<file path="src/rtl/permuter_lanes_pipe_if.sv">
// rtl/permuter_lanes_pipe_if.sv - valid/ready lane-beat bus for the lane permuter
interface permuter_lanes_pipe_if #(
    parameter int LANES = 8,
    parameter int WIDTH = 4,
    localparam int CW = $clog2(LANES)
);
    logic                   in_valid;
    logic                   in_ready;
    logic [LANES*WIDTH-1:0] in_data;
    logic [CW-1:0]          in_ctrl;
    logic                   in_mode;
    logic                   out_valid;
    logic                   out_ready;
    logic [LANES*WIDTH-1:0] out_data;

    modport master (
        output in_valid, in_data, in_ctrl, in_mode, out_ready,
        input  in_ready, out_valid, out_data
    );

    modport slave (
        input  in_valid, in_data, in_ctrl, in_mode, out_ready,
        output in_ready, out_valid, out_data
    );
endinterface

</file>
<file path="src/rtl/permuter_lanes_pipe.sv">
// rtl/permuter_lanes_pipe.sv - log2(LANES)-stage registered XOR/rotate lane permuter
module permuter_lanes_pipe #(
    parameter int LANES = 8,
    parameter int WIDTH = 4,
    localparam int CW = $clog2(LANES)
) (
    input logic                  clk,
    input logic                  rst_n,
    permuter_lanes_pipe_if.slave bus
);
    localparam int DW = LANES * WIDTH;

    logic [CW-1:0] v;
    logic [CW-1:0] en;
    logic [DW-1:0] d    [CW];
    logic [CW-1:0] c    [CW];
    logic          m    [CW];

    logic          up_v [CW];
    logic [DW-1:0] up_d [CW];
    logic [CW-1:0] up_c [CW];
    logic          up_m [CW];
    logic [DW-1:0] nd   [CW];

    // Stage s moves lanes by distance 2^s; chaining all stages composes to ctrl.
    function automatic logic [DW-1:0] stage_perm(
        input logic [DW-1:0] din,
        input int            s,
        input logic          sel,
        input logic          rot
    );
        logic [DW-1:0] r;
        int            src;
        r = din;
        if (sel) begin
            for (int i = 0; i < LANES; i++) begin
                src = rot ? ((i + (1 << s)) & (LANES - 1)) : (i ^ (1 << s));
                r[i*WIDTH +: WIDTH] = din[src*WIDTH +: WIDTH];
            end
        end
        return r;
    endfunction

    // A stage may load if any stage at or downstream of it is empty, or the sink drains.
    always_comb begin : enable_chain
        logic bubble;
        bubble = 1'b0;
        en     = '0;
        for (int s = CW - 1; s >= 0; s--) begin
            bubble = bubble | ~v[s];
            en[s]  = bubble | bus.out_ready;
        end
    end

    always_comb begin
        up_v[0] = bus.in_valid;
        up_d[0] = bus.in_data;
        up_c[0] = bus.in_ctrl;
        up_m[0] = bus.in_mode;
        for (int s = 1; s < CW; s++) begin
            up_v[s] = v[s-1];
            up_d[s] = d[s-1];
            up_c[s] = c[s-1];
            up_m[s] = m[s-1];
        end
        for (int s = 0; s < CW; s++) begin
            nd[s] = stage_perm(up_d[s], s, up_c[s][s], up_m[s]);
        end
    end

    always_ff @(posedge clk or negedge rst_n) begin
        if (!rst_n) begin
            for (int s = 0; s < CW; s++) begin
                v[s] <= 1'b0;
                d[s] <= '0;
                c[s] <= '0;
                m[s] <= 1'b0;
            end
        end else begin
            for (int s = 0; s < CW; s++) begin
                if (en[s]) begin
                    v[s] <= up_v[s];
                    d[s] <= nd[s];
                    c[s] <= up_c[s];
                    m[s] <= up_m[s];
                end
            end
        end
    end

    assign bus.in_ready  = en[0];
    assign bus.out_valid = v[CW-1];
    assign bus.out_data  = d[CW-1];
endmodule

</file>
<file path="src/flat_wrapper.sv">
// flat-port wrapper written by rule: the top's interface ports become plain ports
module permuter_lanes_pipe_flat 
#(
    parameter int LANES = 8,
    parameter int WIDTH = 4,
    localparam int CW = $clog2(LANES)
)
  (clk, rst_n, bus_in_valid, bus_in_data, bus_in_ctrl, bus_in_mode, bus_out_ready, bus_in_ready, bus_out_valid, bus_out_data);
  permuter_lanes_pipe_if #(.LANES(LANES), .WIDTH(WIDTH)) bus_i ();
  input logic clk;
  input logic rst_n;
  input wire logic [$bits(bus_i.in_valid)-1:0] bus_in_valid;
  input wire logic [$bits(bus_i.in_data)-1:0] bus_in_data;
  input wire logic [$bits(bus_i.in_ctrl)-1:0] bus_in_ctrl;
  input wire logic [$bits(bus_i.in_mode)-1:0] bus_in_mode;
  input wire logic [$bits(bus_i.out_ready)-1:0] bus_out_ready;
  output wire logic [$bits(bus_i.in_ready)-1:0] bus_in_ready;
  output wire logic [$bits(bus_i.out_valid)-1:0] bus_out_valid;
  output wire logic [$bits(bus_i.out_data)-1:0] bus_out_data;
  assign bus_i.in_valid = bus_in_valid;
  assign bus_i.in_data = bus_in_data;
  assign bus_i.in_ctrl = bus_in_ctrl;
  assign bus_i.in_mode = bus_in_mode;
  assign bus_i.out_ready = bus_out_ready;
  assign bus_in_ready = bus_i.in_ready;
  assign bus_out_valid = bus_i.out_valid;
  assign bus_out_data = bus_i.out_data;
  permuter_lanes_pipe #(.LANES(LANES), .WIDTH(WIDTH)) u_core (.clk(clk), .rst_n(rst_n), .bus(bus_i));
endmodule
</file>
<file path="config.mk">
export PLATFORM = sky130hd
export DESIGN_NAME = permuter_lanes_pipe_flat
export DESIGN_NICKNAME = d
export VERILOG_FILES = /design/src/rtl/permuter_lanes_pipe_if.sv /design/src/rtl/permuter_lanes_pipe.sv /design/src/flat_wrapper.sv
export SDC_FILE = /design/constraint.sdc
export NUM_CORES = 1
export LEC_CHECK = 0
export ABC_AREA = 1
export CAP_MARGIN = 20
export CORE_MARGIN = 5
export CORE_UTILIZATION = 55
export DETAILED_ROUTE_END_ITERATION = 6
export PLACE_DENSITY = 0.8
export SYNTH_ARGS = -nofsm -noshare
export SYNTH_HDL_FRONTEND = slang
export SYNTH_SLANG_ARGS = --single-unit
</file>
<file path="constraint.sdc">
create_clock -name clk -period 1.7 [get_ports clk]
set_clock_uncertainty 0.1 [all_clocks]
set_input_delay 0.255 -clock clk [delete_from_list [all_inputs] [get_ports clk]]
set_output_delay 0.255 -clock clk [all_outputs]
set_load 0.01 [all_outputs]
</file>
==> results.json <==
{
  "status": "complete, no violations",
  "crit_path_max_incr_delay_ns": 0.54,
  "dp_hpwl_um": 9140,
  "area_growth_pct": 15.0,
  "wl_per_cell_um": 13.1,
  "drtPass1Iterations": 5,
  "dpl_worst_slack_ns": -0.225,
  "overflow": 0,
  "post-route-min-period_ns": 1.64,
  "syn_area_um2": 5520,
  "path_buf_inv": 1,
  "io_buffer_count": 73,
  "place.gp.congestion": 0.917,
  "diodes": 0,
  "numCtsBuffers": 9,
  "design_area_um2": 6350,
  "synth_edf_count": 0,
  "synth_cell_type_count": 20,
  "core_um2": 9770,
  "track_usage_pct": 21.8,
  "synth.most_common_cell": "nand2_1",
  "drive_above_1_share_pct": 5.22,
  "ir_drop_mv": 0.420,
  "cts_tree": "done",
  "cts_buffer_depth": 2,
  "worstSkewPairLatency_ns": 0.36,
  "yosysTopAreaCell": "dfrtp_1",
  "die_area_um2": 12100,
  "finalWirelength_um": 12200,
  "pin_count": 74,
  "hold_viol": 0,
  "min_period_over_period_pct": 96.3,
  "ys_top_cells_by_area": "dfrtp_1 (47%), nand2_1 (20%), o21ai_0 (5.7%)",
  "antenna_found_initial": 0,
  "num-nets-final": 839,
  "setup_ws_ns": 0.0637,
  "cts_sinks": 103,
  "drtAntennaViolNets": 0,
  "synth.top_cell.area_share_pct": 46.7,
  "worstMarginPinSlew_ns": 0.479,
  "endpoint_kind": "primary output",
  "leakage_nw": 3.21,
  "hp-class": "primary input to async pin",
  "yosysSeqAreaShare_pct": 46.7,
  "worstPathCellList": "clkdlybuf4s50_1",
  "tns_ns": 0,
  "fillCellCount": 833,
  "cap_violations": 0,
  "timing.hold.ws_ns": 0.246,
  "worst-setup-path-type": "flip-flop to primary output",
  "multi_input_area_um2": 2210,
  "grt_max_degree": 66,
  "seq_area_um2": 2580,
  "critPathMaxFanout": 3,
  "yosys_warnings": 0,
  "dr_total_vias": 4858,
  "rows": 36,
  "fp.dieH_um": 110,
  "setup_viol": 0,
  "grt_pass1_wl_um": 21000,
  "via_per_inst": 5.18,
  "power.density_nw_per_um2": 1060,
  "grt_pass1_vias": 4372,
  "drt_iter0_drc": 409,
  "syn_nets": 815,
  "drc": 0,
  "synthTopCellsByCount": "nand2_1 (299), dfrtp_1 (103), inv_1 (70)",
  "ys_seq_elements": 103,
  "path_clk_slew_ns": 0.09,
  "synthFlopType": "dfrtp_1",
  "cts-root-buf": "clkbuf_8",
  "synthCells": 775,
  "h-tree-depth": 3,
  "relSlewSlack_pct": 68.1,
  "start_util_pct": 56.5,
  "crit_path_top_delay_cell": "clkdlybuf4s50_1",
  "place_area_um2": 6150,
  "postSynthAreaPerCell_um2": 7.13,
  "die_w_um": 110,
  "crit_required_ns": 1.34,
  "crit_family": "buffers and inverters",
  "async_flop_share_pct": 100,
  "total_power_mw": 6.72,
  "report.final.slew_viol_count": 0,
  "critical_path.startpoint_type": "flip-flop",
  "fmax_mhz": 611,
  "arrival_ns": 1.28
}
-- metrics by stage --
step | util (%) | std cells
floorplan | - | 775
global placement | 62.9 | 919
detailed placement | 62.9 | 919
CTS | 64.9 | 936
global route | 65.0 | 937
finish | 65.0 | 937
-- power breakdown --
group	total, mW	internal [mW]	switching [mW]	leakage, nW
clock	1.39	0.610	0.784	0.0894
combinational	2.06	0.935	1.13	1.88
sequential	3.26	2.95	0.313	1.24
total	6.72	4.49	2.23	3.21
-- area by class of cell --
| type | instances | area share, % |
|---|---|---|
| Sequential cell | 103 | 40.6 |
| Multi-Input combinational cell | 522 | 34.8 |
| Timing Repair Buffer | 89 | 14.8 |
| Inverter | 74 | 4.39 |
| Tap cell | 133 | 2.62 |
| Clock buffer | 13 | 2.50 |
| Clock inverter | 3 | 0.276 |
-- cell usage in the layout, fill, tap and decap left out --
| master | count |
|---|---|
| nor2_1 | 58 |
| buf_2 | 1 |
| dfrtp_2 | 1 |
| dfrtp_1 | 102 |
| buf_6 | 1 |
| dlygate4sd3_1 | 1 |
| o21ai_1 | 28 |
| nand3_1 | 32 |
| o211ai_1 | 10 |
| a21oi_1 | 26 |
| nand2_1 | 299 |
| inv_1 | 70 |
| clkdlybuf4s50_1 | 70 |
| inv_2 | 3 |
| clkbuf_8 | 11 |
| o21ai_0 | 63 |
| buf_12 | 7 |
| nor2_4 | 1 |
| or2_2 | 3 |
| nor2_2 | 1 |
| clkinv_2 | 3 |
| clkbuf_1 | 2 |
| nand2_4 | 1 |
| buf_4 | 8 |
| dlymetal6s2s_1 | 1 |
| clkinvlp_4 | 1 |
-- cells by family after synthesis --
family                 synth area share, %
buffers and inverters                 13.3
AOI/OAI and AO/OA                     12.0
and+or+nand+nor                       28.0
DFF                                   46.7
-- timing repair --
action / in CTS / in global routing
gates resized for setup: 3 / 4
buffers inserted: 0 / 1
endpoints found under the setup margin: 1 / 8
hold buffers: 1 / 0
gates cloned: 0 / 0
hold endpoints to repair: 26 / 0
-- sequential cells by signal, indices dropped and copies added (netlist names) --
name                 cells
u_core.c                 3
u_core.d                64
u_core.bus.out_data     32
u_core.v                 3
u_core.m                 1
-- routing by layer --
metal  wire length, um  vias up  track usage [%]  share of wire (%)
met5                 0        -                0                  0
met4               232        0             6.86                1.9
met3               777       22             3.96                6.4
met2              5610      186             33.6                 46
met1              5610     2232             31.6                 46
li1                  -     2418                -                  -
-- final timing paths --
check / startpoint / end / slack [ns] / cells after the start
hold / removal: rst_n / u_core.d[33] / 0.25 / 2
max in group asynchronous: rst_n / u_core.bus.out_data[18] / 0.61 / 3
hold reg to reg: u_core.v[1] / u_core.v[2] / 0.38 / 1
setup reg to reg: u_core.v[2] / u_core.d[43] / 0.14 / 7
min in group clk: bus_in_ctrl[2] / u_core.c[8] / 0.35 / 3
setup / recovery: u_core.v[2] / bus_out_valid / 0.06 / 1
No activity file was read; power rests on OpenSTA's default activity.
